===== src/rtl/pipe_pkg.sv =====
// Shared types and constants for the pipeline hazard/forwarding controller.
// Stage entries carry a fixed-width register number field; modules use the
// low REG_AW bits and keep the rest zero.
package pipe_pkg;

    localparam int WNUM_MAX_W     = 8;
    localparam int DEF_ALU_STAGE  = 2;
    localparam int DEF_LOAD_STAGE = 4;

    typedef struct packed {
        logic                  valid;
        logic                  write;
        logic                  load;
        logic [WNUM_MAX_W-1:0] wnum;
    } stage_entry_t;

    localparam stage_entry_t BUBBLE = '0;

    // Builds a tracked entry from decoded issue fields
    function automatic stage_entry_t make_entry(input logic v, input logic w,
                                                input logic l,
                                                input logic [WNUM_MAX_W-1:0] n);
        stage_entry_t e;
        e.valid = v;
        e.write = w;
        e.load  = l;
        e.wnum  = n;
        return e;
    endfunction

endpackage


===== src/rtl/pipe_fwd_sel.sv =====
// One source operand's producer search: scans S2..S(DEPTH) youngest first,
// takes the first valid writer of the requested register, and either forwards
// its stage result or requests a stall if that result is not yet available.
module pipe_fwd_sel
    import pipe_pkg::*;
#(
    parameter int DATA_W     = 16,
    parameter int REG_AW     = 3,
    parameter int DEPTH      = 4,
    parameter int ALU_STAGE  = DEF_ALU_STAGE,
    parameter int LOAD_STAGE = DEF_LOAD_STAGE
) (
    input  stage_entry_t [DEPTH:1]    entries,
    input  logic [DEPTH*DATA_W-1:0]   stage_result,
    input  logic [REG_AW-1:0]         src_num,
    input  logic                      used,
    input  logic [DATA_W-1:0]         rf_data,
    output logic [DATA_W-1:0]         data,
    output logic                      need_stall
);

    logic found;

    // Loads deliver only at LOAD_STAGE; ALU results are available from ALU_STAGE on
    function automatic logic is_ready(input logic ld, input int k);
        return ld ? (k == LOAD_STAGE) : (k >= ALU_STAGE);
    endfunction

    // Priority search; the first match shadows any older writer of the same register
    always_comb begin
        data       = rf_data;
        need_stall = 1'b0;
        found      = 1'b0;
        for (int k = 2; k <= DEPTH; k++) begin
            if (used && !found && entries[k].valid && entries[k].write &&
                entries[k].wnum == WNUM_MAX_W'(src_num)) begin
                found = 1'b1;
                if (is_ready(entries[k].load, k))
                    data = stage_result[(k-1)*DATA_W +: DATA_W];
                else
                    need_stall = 1'b1;
            end
        end
    end

    // S1 entry, slice 0 of stage_result and spare wnum bits are not part of the search
    logic unused_ok;
    assign unused_ok = ^{entries, stage_result[DATA_W-1:0]};

endmodule


===== src/rtl/pipe_hazard_fwd.sv =====
// Hazard and forwarding controller for the in-order pipeline.
// Tracks {valid, write, wnum, load} for S1..S(DEPTH), forwards operands to the
// S1 instruction, raises the load-use stall and applies branch flush to S1/S2.
// Optional: define PIPE_PERF_CNT_EN to add stall/flush event counters.
module pipe_hazard_fwd
    import pipe_pkg::*;
#(
    parameter int DATA_W     = 16,
    parameter int REG_AW     = 3,
    parameter int NSRC       = 3,
    parameter int DEPTH      = 4,
    parameter int ALU_STAGE  = DEF_ALU_STAGE,
    parameter int LOAD_STAGE = DEF_LOAD_STAGE
) (
    input  logic                      clk,
    input  logic                      rst,
    input  logic                      issue_valid,
    input  logic                      issue_write,
    input  logic [REG_AW-1:0]         issue_wnum,
    input  logic                      issue_load,
    input  logic [NSRC-1:0]           s1_used,
    input  logic [NSRC*REG_AW-1:0]    s1_src_num,
    input  logic [NSRC*DATA_W-1:0]    rf_data,
    input  logic [DEPTH*DATA_W-1:0]   stage_result,
    input  logic                      flush,
    output logic [NSRC*DATA_W-1:0]    fwd_data,
    output logic                      stall,
`ifdef PIPE_PERF_CNT_EN
    output logic [31:0]               perf_stall_cnt,
    output logic [31:0]               perf_flush_cnt,
`endif
    output logic [DEPTH-1:0]          stg_write
);

    stage_entry_t [DEPTH:1] ent;
    stage_entry_t           issue_ent;
    logic [NSRC-1:0]        src_stall;

    assign issue_ent = make_entry(issue_valid, issue_write, issue_load,
                                  WNUM_MAX_W'(issue_wnum));

    // Stage-entry shift: stall holds S1 and bubbles S2, flush bubbles both and drops issue
    always_ff @(posedge clk) begin
        if (rst) begin
            for (int k = 1; k <= DEPTH; k++)
                ent[k] <= BUBBLE;
        end else begin
            if (flush) begin
                ent[1] <= BUBBLE;
                ent[2] <= BUBBLE;
            end else if (stall) begin
                ent[2] <= BUBBLE;
            end else begin
                ent[1] <= issue_ent;
                ent[2] <= ent[1];
            end
            for (int k = 3; k <= DEPTH; k++)
                ent[k] <= ent[k-1];
        end
    end

    // One priority search per source operand of the S1 instruction
    for (genvar s = 0; s < NSRC; s++) begin : g_src
        pipe_fwd_sel #(
            .DATA_W    (DATA_W),
            .REG_AW    (REG_AW),
            .DEPTH     (DEPTH),
            .ALU_STAGE (ALU_STAGE),
            .LOAD_STAGE(LOAD_STAGE)
        ) u_sel (
            .entries     (ent),
            .stage_result(stage_result),
            .src_num     (s1_src_num[s*REG_AW +: REG_AW]),
            .used        (ent[1].valid & s1_used[s]),
            .rf_data     (rf_data[s*DATA_W +: DATA_W]),
            .data        (fwd_data[s*DATA_W +: DATA_W]),
            .need_stall  (src_stall[s])
        );
    end

    // A flush squashes the stalled instruction, so it also cancels the stall
    always_comb begin
        stall = (|src_stall) & ~flush;
    end

    // Per-stage write-enable view for trace
    always_comb begin
        stg_write = '0;
        for (int k = 1; k <= DEPTH; k++)
            stg_write[k-1] = ent[k].valid & ent[k].write;
    end

`ifdef PIPE_PERF_CNT_EN
    // Free-running event counters, wrapping at 2**32
    always_ff @(posedge clk) begin
        if (rst) begin
            perf_stall_cnt <= '0;
            perf_flush_cnt <= '0;
        end else begin
            if (stall)
                perf_stall_cnt <= perf_stall_cnt + 32'd1;
            if (flush)
                perf_flush_cnt <= perf_flush_cnt + 32'd1;
        end
    end
`endif

endmodule


===== config.mk =====
export PLATFORM = sky130hd
export DESIGN_NAME = pipe_hazard_fwd
export DESIGN_NICKNAME = d
export VERILOG_FILES = /design/src/rtl/pipe_pkg.sv /design/src/rtl/pipe_fwd_sel.sv /design/src/rtl/pipe_hazard_fwd.sv
export SDC_FILE = /design/constraint.sdc
export NUM_CORES = 1
export LEC_CHECK = 0
export ABC_AREA = 1
export CORE_MARGIN = 8
export CORE_UTILIZATION = 30
export CTS_CLUSTER_SIZE = 16
export DETAILED_ROUTE_END_ITERATION = 16
export HOLD_SLACK_MARGIN = 0.02
export PLACE_DENSITY = 0.71
export SLEW_MARGIN = 20
export SYNTH_ARGS = -nofsm -noshare
export SYNTH_HDL_FRONTEND = slang
export SYNTH_SLANG_ARGS = --single-unit

===== constraint.sdc =====
create_clock -name clk -period 2.2 [get_ports clk]
set_input_delay 0.44 -clock clk [delete_from_list [all_inputs] [get_ports clk]]
set_output_delay 0.44 -clock clk [all_outputs]
set_load 0.02 [all_outputs]

-- Word-level counts from Yosys, hierarchy flattened
Index checks and enable logic that the tools add are counted.
- bits in registers: 23
- output and inout port bits: 53
- logic and storage cells: 106
- eq/ne operators: 9
- mux-type cells: 31
- bitwise operators: 9
- reductions and logical operators: 42
- operator list (cell ; count):
    $mux 16 ; 15
    $logic_and 1x1->1 ; 33
    $eq 3x3->1 ; 9
    $mux 1 ; 16
    $and 1x1->1 ; 8
    $logic_not 1->1 ; 6
    $reduce_or 3->1 ; 2
    $reduce_or 2->1 ; 1
    $not 1->1 ; 1

-- Depth between registers and ports, before layout
- word-level depth: 17
- gate-level depth with buffers: 13

-- Hierarchy
From an unflattened synthesis, not the netlist that was laid out.
- cells, all modules: 904
- area, all modules: 4803.4 µm²
- modules (own cells, without submodules) (module ; instances ; cells an instance ; area each (µm²) ; seq. area each (µm²)):
    pipe_fwd_sel ; 3 ; 264 ; 1312.5 ; 0.0
    pipe_hazard_fwd ; 1 ; 112 ; 865.8 ; 480.5

-- Least setup slack after synthesis
OpenSTA, ideal clock, no wires.
- kind: reg-to-output
- start point: register ent[21] (netlist name)
- end point: output fwd_data[10]
- data arrival time: 1.660 ns
- required time: 1.760 ns
- slack: 0.100 ns
- stages on the path, launching flop included: 10
- path through: dfxtp_1 > nand2_1 > inv_1 > nand2_2 > nor2_4 > nand2_4 > nand2_4 > nand3_2 > buf_2 > a31oi_1
- cells in the longest elaborated chain, start to end: 16
- elaborated cells on any way between the ends: 19
- classes of those cells: mux (6); reduce/logical (13)
- ends and longest elaborated chain (item ; line ; RTL):
    start: declaration ; pipe_hazard_fwd.sv:35 ; stage_entry_t [DEPTH:1] ent;
    start signal: indexed assignment ; pipe_hazard_fwd.sv:58 ; ent[k] <= ent[k-1];
    $logic_and 1x1->1 * (3 in a row) ; pipe_fwd_sel.sv:35 ; if (used && !found && entries[k].valid && entries[k].write &&
    $mux 1 ; pipe_fwd_sel.sv:35 ;
    $logic_not 1->1 ; pipe_fwd_sel.sv:35 ;
    $logic_and 1x1->1 (4 in a row) ; pipe_fwd_sel.sv:35 ;
    $mux 1 ; pipe_fwd_sel.sv:35 ;
    $logic_not 1->1 ; pipe_fwd_sel.sv:35 ;
    $logic_and 1x1->1 (4 in a row) ; pipe_fwd_sel.sv:35 ;
    $mux 16 * ; pipe_fwd_sel.sv:35 ;
    end: declaration ; pipe_hazard_fwd.sv:26 ; output logic [NSRC*DATA_W-1:0] fwd_data,
Mark *: on every way between the ends. The rest lies on a longest branch, timed or not.

-- Final worst setup path
- start point: register ent[10] (netlist name)
- end point: output fwd_data[16]
- cells in the longest elaborated chain, start to end: 17
- elaborated cells on any way between the ends: 20
- classes of those cells: mux (6); bitwise (1); reduce/logical (13)
- ends and longest elaborated chain (item ; line ; RTL):
    $and 1x1->1 * ; pipe_hazard_fwd.sv:74 ; .used (ent[1].valid & s1_used[s]),
    $logic_and 1x1->1 (3 in a row) ; pipe_fwd_sel.sv:35 ;
    $mux 1 ; pipe_fwd_sel.sv:35 ;
    $logic_not 1->1 ; pipe_fwd_sel.sv:35 ;
    $logic_and 1x1->1 (4 in a row) ; pipe_fwd_sel.sv:35 ;
    $mux 1 ; pipe_fwd_sel.sv:35 ;
    $logic_not 1->1 ; pipe_fwd_sel.sv:35 ;
    $logic_and 1x1->1 (4 in a row) ; pipe_fwd_sel.sv:35 ;
    $mux 16 * ; pipe_fwd_sel.sv:35 ;
Marked as above.

==> parameters.txt <==
Parameter                              Value

Drt
  Antenna viol nets, final ... 0
  Number of vias per cell after detailed routing ... 5.55
  Vias after detailed routing ... 5421
  DR pass1 iterations ... 7
  Final Routed Wirelength ... 20100 um
  Drt initial violations ... 578
  DRC violations left ... 0
  Detailed-route wire length per cell ... 20.6 um

Timing
  Final critical path time including I/O delays and setup ... 2490 ps
  Final count of negative-setup-slack endpoints ... 49
  Worst slew margin relative to its limit ... 0.650
  Worst setup margin ... -288 ps
  Count of final hold-check violations ... 0
  Setup repair after global routing missed its margin ... yes
  Period utilization ... 1.13
  Post-route worst hold slack ... 423 ps
  Worst-case clock skew ... 11.6 ps
  Number of slew-limit violations in the final report ... 0
  Worst Tran Pin Value ... 523 ps
  Highest Clock Rate ... 402 MHz

Floorplan
  Rows ... 38
  Core area ... 0.0108 sq mm
  Die span in y ... 121 um
  Width of the die ... 121 um
  Number of ports placed on the die boundary ... 186
  Initial core utilization ... 0.307
  Die outline area ... 0.0146 sq mm

Final layout
  Area of all placed cells without fillers ... 0.00749 sq mm
  Final #Nets ... 969
  Count of placed standard cells in the final layout, fillers left out ... 976
  Largest register FFs ... 23
  Regs by FF count ... ent (23)
  Layout overhead on the synthesized area ... 126%
  Fraction of layout cells with a size suffix above 1 ... 0.475
  Most flops, register ... ent

CTS
  Clk sinks ... 23
  Clock root buffer ... sky130_fd_sc_hd__clkbuf_8
  Hold buffer count at cts ... 0
  Clk pin slew, worst setup/hold paths ... 100 ps
  H-tree depth ... 1
  TritonCTS buffer count ... 3
  Clk buf depth ... 2
  Clk Latency, worst-skew pair ... 280 ps
  TritonCTS clock tree ... done

Power and ir drop
  Leakage power ... 3.24 nW
  Total power draw ... 1.50 mW
  Power Dens Cells ... 200 mW/mm^2
  Maximum VDD drop ... 0.000204 V

Setup path
  Delay of the slowest critical-path stage ... 400 ps
  Category of the most critical setup path ... reg2out
  Capturing element type of the critical path ... output port
  Critical path data arrival time ... 2050 ps
  Cell-by-cell listing of the critical path ... nand2_2 > inv_2 > nand2_2 > nor2_4 > nand2_8 > buf_12 > o21ai_0 > o21ai_0 > nand2_1 > a31oi_4 > buf_6
  Family with the most delay on the worst path ... simple AND/OR/NAND/NOR gates
  R2R Path End ... ent[1]$_SDFFE_PP0N_
  Cell count of the worst reg-to-reg path ... 15
  CP bufs+invs ... 3
  Start of the worst register-to-register path ... ent[10]$_SDFFE_PP0N_
  Worst reg-to-reg setup slack ... 350 ps
  Biggest fanout along the worst timing path ... 16
  Worst path slowest cell ... sky130_fd_sc_hd__dfxtp_4
  Startpoint type of the worst setup path ... flop
  Req. time, crit path ... 1760 ps

Logic synthesis
  Post-synth cell types ... 34
  Mapped Area ... 0.00331 sq mm
  Simple-gate area share of the yosys netlist ... 0.428
  Share of synthesized registers carrying an async set or reset ... 0
  Number of nets produced by synthesis ... 720
  Synthesis-stage register bit count ... 23
  Post-synthesis instance total ... 587
  Post-Synth XOR/XNOR Area ... 0.0318
  Mux share of post-synthesis cell area ... 0
  Main synth FF type ... sky130_fd_sc_hd__dfxtp_1
  Post-Synthesis Mean Instance Area ... 5.64 sq um
  Total of warnings raised by yosys ... 0
  Adder-Cell Fraction of Synth Area ... 0
  Sequential cell area fraction in the yosys report ... 0.139
  Main combinational cell family by area after synthesis ... simple AND/OR/NAND/NOR gates
  Synth Area in Compound Gates ... 0.260
  Count of flip-flops with a built-in enable after synthesis ... 0

Run status
  Violations in the final reports ... negative setup slack
  Run status ... complete, but fails checks

Placed design
  Post-detailed-placement half-perimeter wirelength ... 12500 um
  Routability-driven placement congestion ratio ... 0.902
  Setup WS pre-CTS ... -1110 ps
  PortBufs ... 169
  Cells after DPL ... 929
  Cell Area, Placed ... 0.00555 sq mm

Worst hold path
  Critical hold path startpoint ... ent[1]$_SDFFE_PP0N_
  Hold Crit Class ... reg2reg
  Worst-case hold path end point ... ent[12]$_SDFF_PP0_
  Hold depth ... 2

Global route
  Largest net degree at the start of global routing ... 33
  GRT overflow ... 0
  Via count of the first global-routing pass ... 5232
  All-Layer GR Usage ... 0.233
  Wire length of the first global-routing pass ... 27500 um
  Antenna violations before repair ... 0

Job
  Maximum Capacitance Violations ... 0
==> layer usage <==
metal  part of all wire  GRT usage
met5                  0          0
met4              0.051     0.0921
met3              0.086     0.0377
met2               0.49      0.407
met1               0.37      0.277
==> synthesized netlist by cell type, types with 6 or more instances <==
cell type / instances / area share
sky130_fd_sc_hd__buf_2: 14 / 0.021
sky130_fd_sc_hd__o21ai_1: 24 / 0.036
sky130_fd_sc_hd__buf_6: 6 / 0.020
sky130_fd_sc_hd__nor2_2: 8 / 0.015
sky130_fd_sc_hd__nor2_1: 71 / 0.081
sky130_fd_sc_hd__inv_1: 53 / 0.060
sky130_fd_sc_hd__nand2_1: 159 / 0.18
sky130_fd_sc_hd__nand2_4: 10 / 0.034
sky130_fd_sc_hd__clkbuf_1: 10 / 0.011
sky130_fd_sc_hd__a31oi_1: 31 / 0.059
sky130_fd_sc_hd__nand4_1: 10 / 0.019
sky130_fd_sc_hd__nand3_1: 20 / 0.030
sky130_fd_sc_hd__o21ai_0: 83 / 0.13
sky130_fd_sc_hd__xnor2_1: 7 / 0.019
sky130_fd_sc_hd__dfxtp_1: 23 / 0.14
sky130_fd_sc_hd__inv_2: 8 / 0.0091
sky130_fd_sc_hd__o21ai_2: 6 / 0.016
==> cells in the final DEF (no fill, tap or decap), drive strengths merged <==
master,n
clkdlybuf4s15,4
o22ai,1
nor3,3
dfxtp,23
nor2,83
a31oi,31
nand2,175
xnor2,7
clkinv,1
dlygate4sd2,2
clkinvlp,1
o211ai,1
buf,161
xor2,5
clkdlybuf4s50,108
nand3,30
clkbuf,5
o21ai,113
a21oi,8
inv,62
or2,1
nand4,10
diode,1
==> final cells by class <==
cell class / count / area [sq um]
antenna: 1 / 2.50
clock buffer: 3 / 41.3
clock inverter: 1 / 7.51
fill: 806 / 3300
inverter: 63 / 254
multi-input combinational: 468 / 3590
sequential: 23 / 492
tap: 140 / 175
timing repair buffer: 277 / 2930
==> how the worst max path moves through the flow <==
stage,start,end,slack (ps),cells after the start
2_1_floorplan,ent[21]$_SDFF_PP0_,fwd_data[10],100,9
3_5_place_dp,s1_src_num[1],fwd_data[0],-1110,11
4_1_cts,ent[10]$_SDFFE_PP0N_,fwd_data[44],-260,10
5_1_grt,ent[10]$_SDFFE_PP0N_,fwd_data[35],-370,12
3_3_place_gp,s1_src_num[1],fwd_data[0],-1110,11
6_report,ent[10]$_SDFFE_PP0N_,fwd_data[16],-290,11
==> report_power, final <==
group | total (mW) | internal, mW | switching [mW] | leakage (nW)
Combinational | 0.786 | 0.404 | 0.382 | 3.02
Clock | 0.288 | 0.129 | 0.159 | 0.0217
Sequential | 0.426 | 0.418 | 0.00802 | 0.194
==> stage by stage <==
| stage | utilization | setup TNS [ps] |
|---|---|---|
| 6_report | 0.694 | -10230 |
| 5_1_grt | 0.694 | -14630 |
| 4_1_cts | 0.623 | -9390 |
| 3_5_place_dp | 0.514 | -49360 |
| 3_3_place_gp | 0.514 | -48230 |
| 2_1_floorplan | - | 0 |
==> worst reg2reg max path: stages, from the launching register on <==
cell                      delay [ps]
sky130_fd_sc_hd__dfxtp_4         400
sky130_fd_sc_hd__nand2_2          70
sky130_fd_sc_hd__nor2_1           90
sky130_fd_sc_hd__nand2_1          90
sky130_fd_sc_hd__nor2_2          140
sky130_fd_sc_hd__nand2_4          90
sky130_fd_sc_hd__buf_12          140
sky130_fd_sc_hd__buf_6           110
sky130_fd_sc_hd__buf_6           110
sky130_fd_sc_hd__nand3_4          60
sky130_fd_sc_hd__nand2_4          60
sky130_fd_sc_hd__buf_4           140
sky130_fd_sc_hd__nand3_4         100
sky130_fd_sc_hd__nand2_1          70
sky130_fd_sc_hd__nand2_1          70
sky130_fd_sc_hd__inv_1            30
==> what timing repair did <==
item | CTS | global route
cloned | 11 | 3
gates resized for setup | 539 | 169
setup buffers | 22 | 12
pin swaps | 56 | 41
endpoints found under the setup margin | 49 | 49
==> cells by family (layout without fill, tap and decap cells) <==
| kind of cell | count (synthesis) | in the layout |
|---|---|---|
| DFF | 23 | 23 |
| other | 0 | 1 |
| buffers and inverters | 99 | 344 |
| AOI/OAI and AO/OA | 154 | 154 |
| xor gates and xnor gates | 12 | 12 |
| and+or+nand+nor | 299 | 302 |
(Power assumes the default switching activity.)
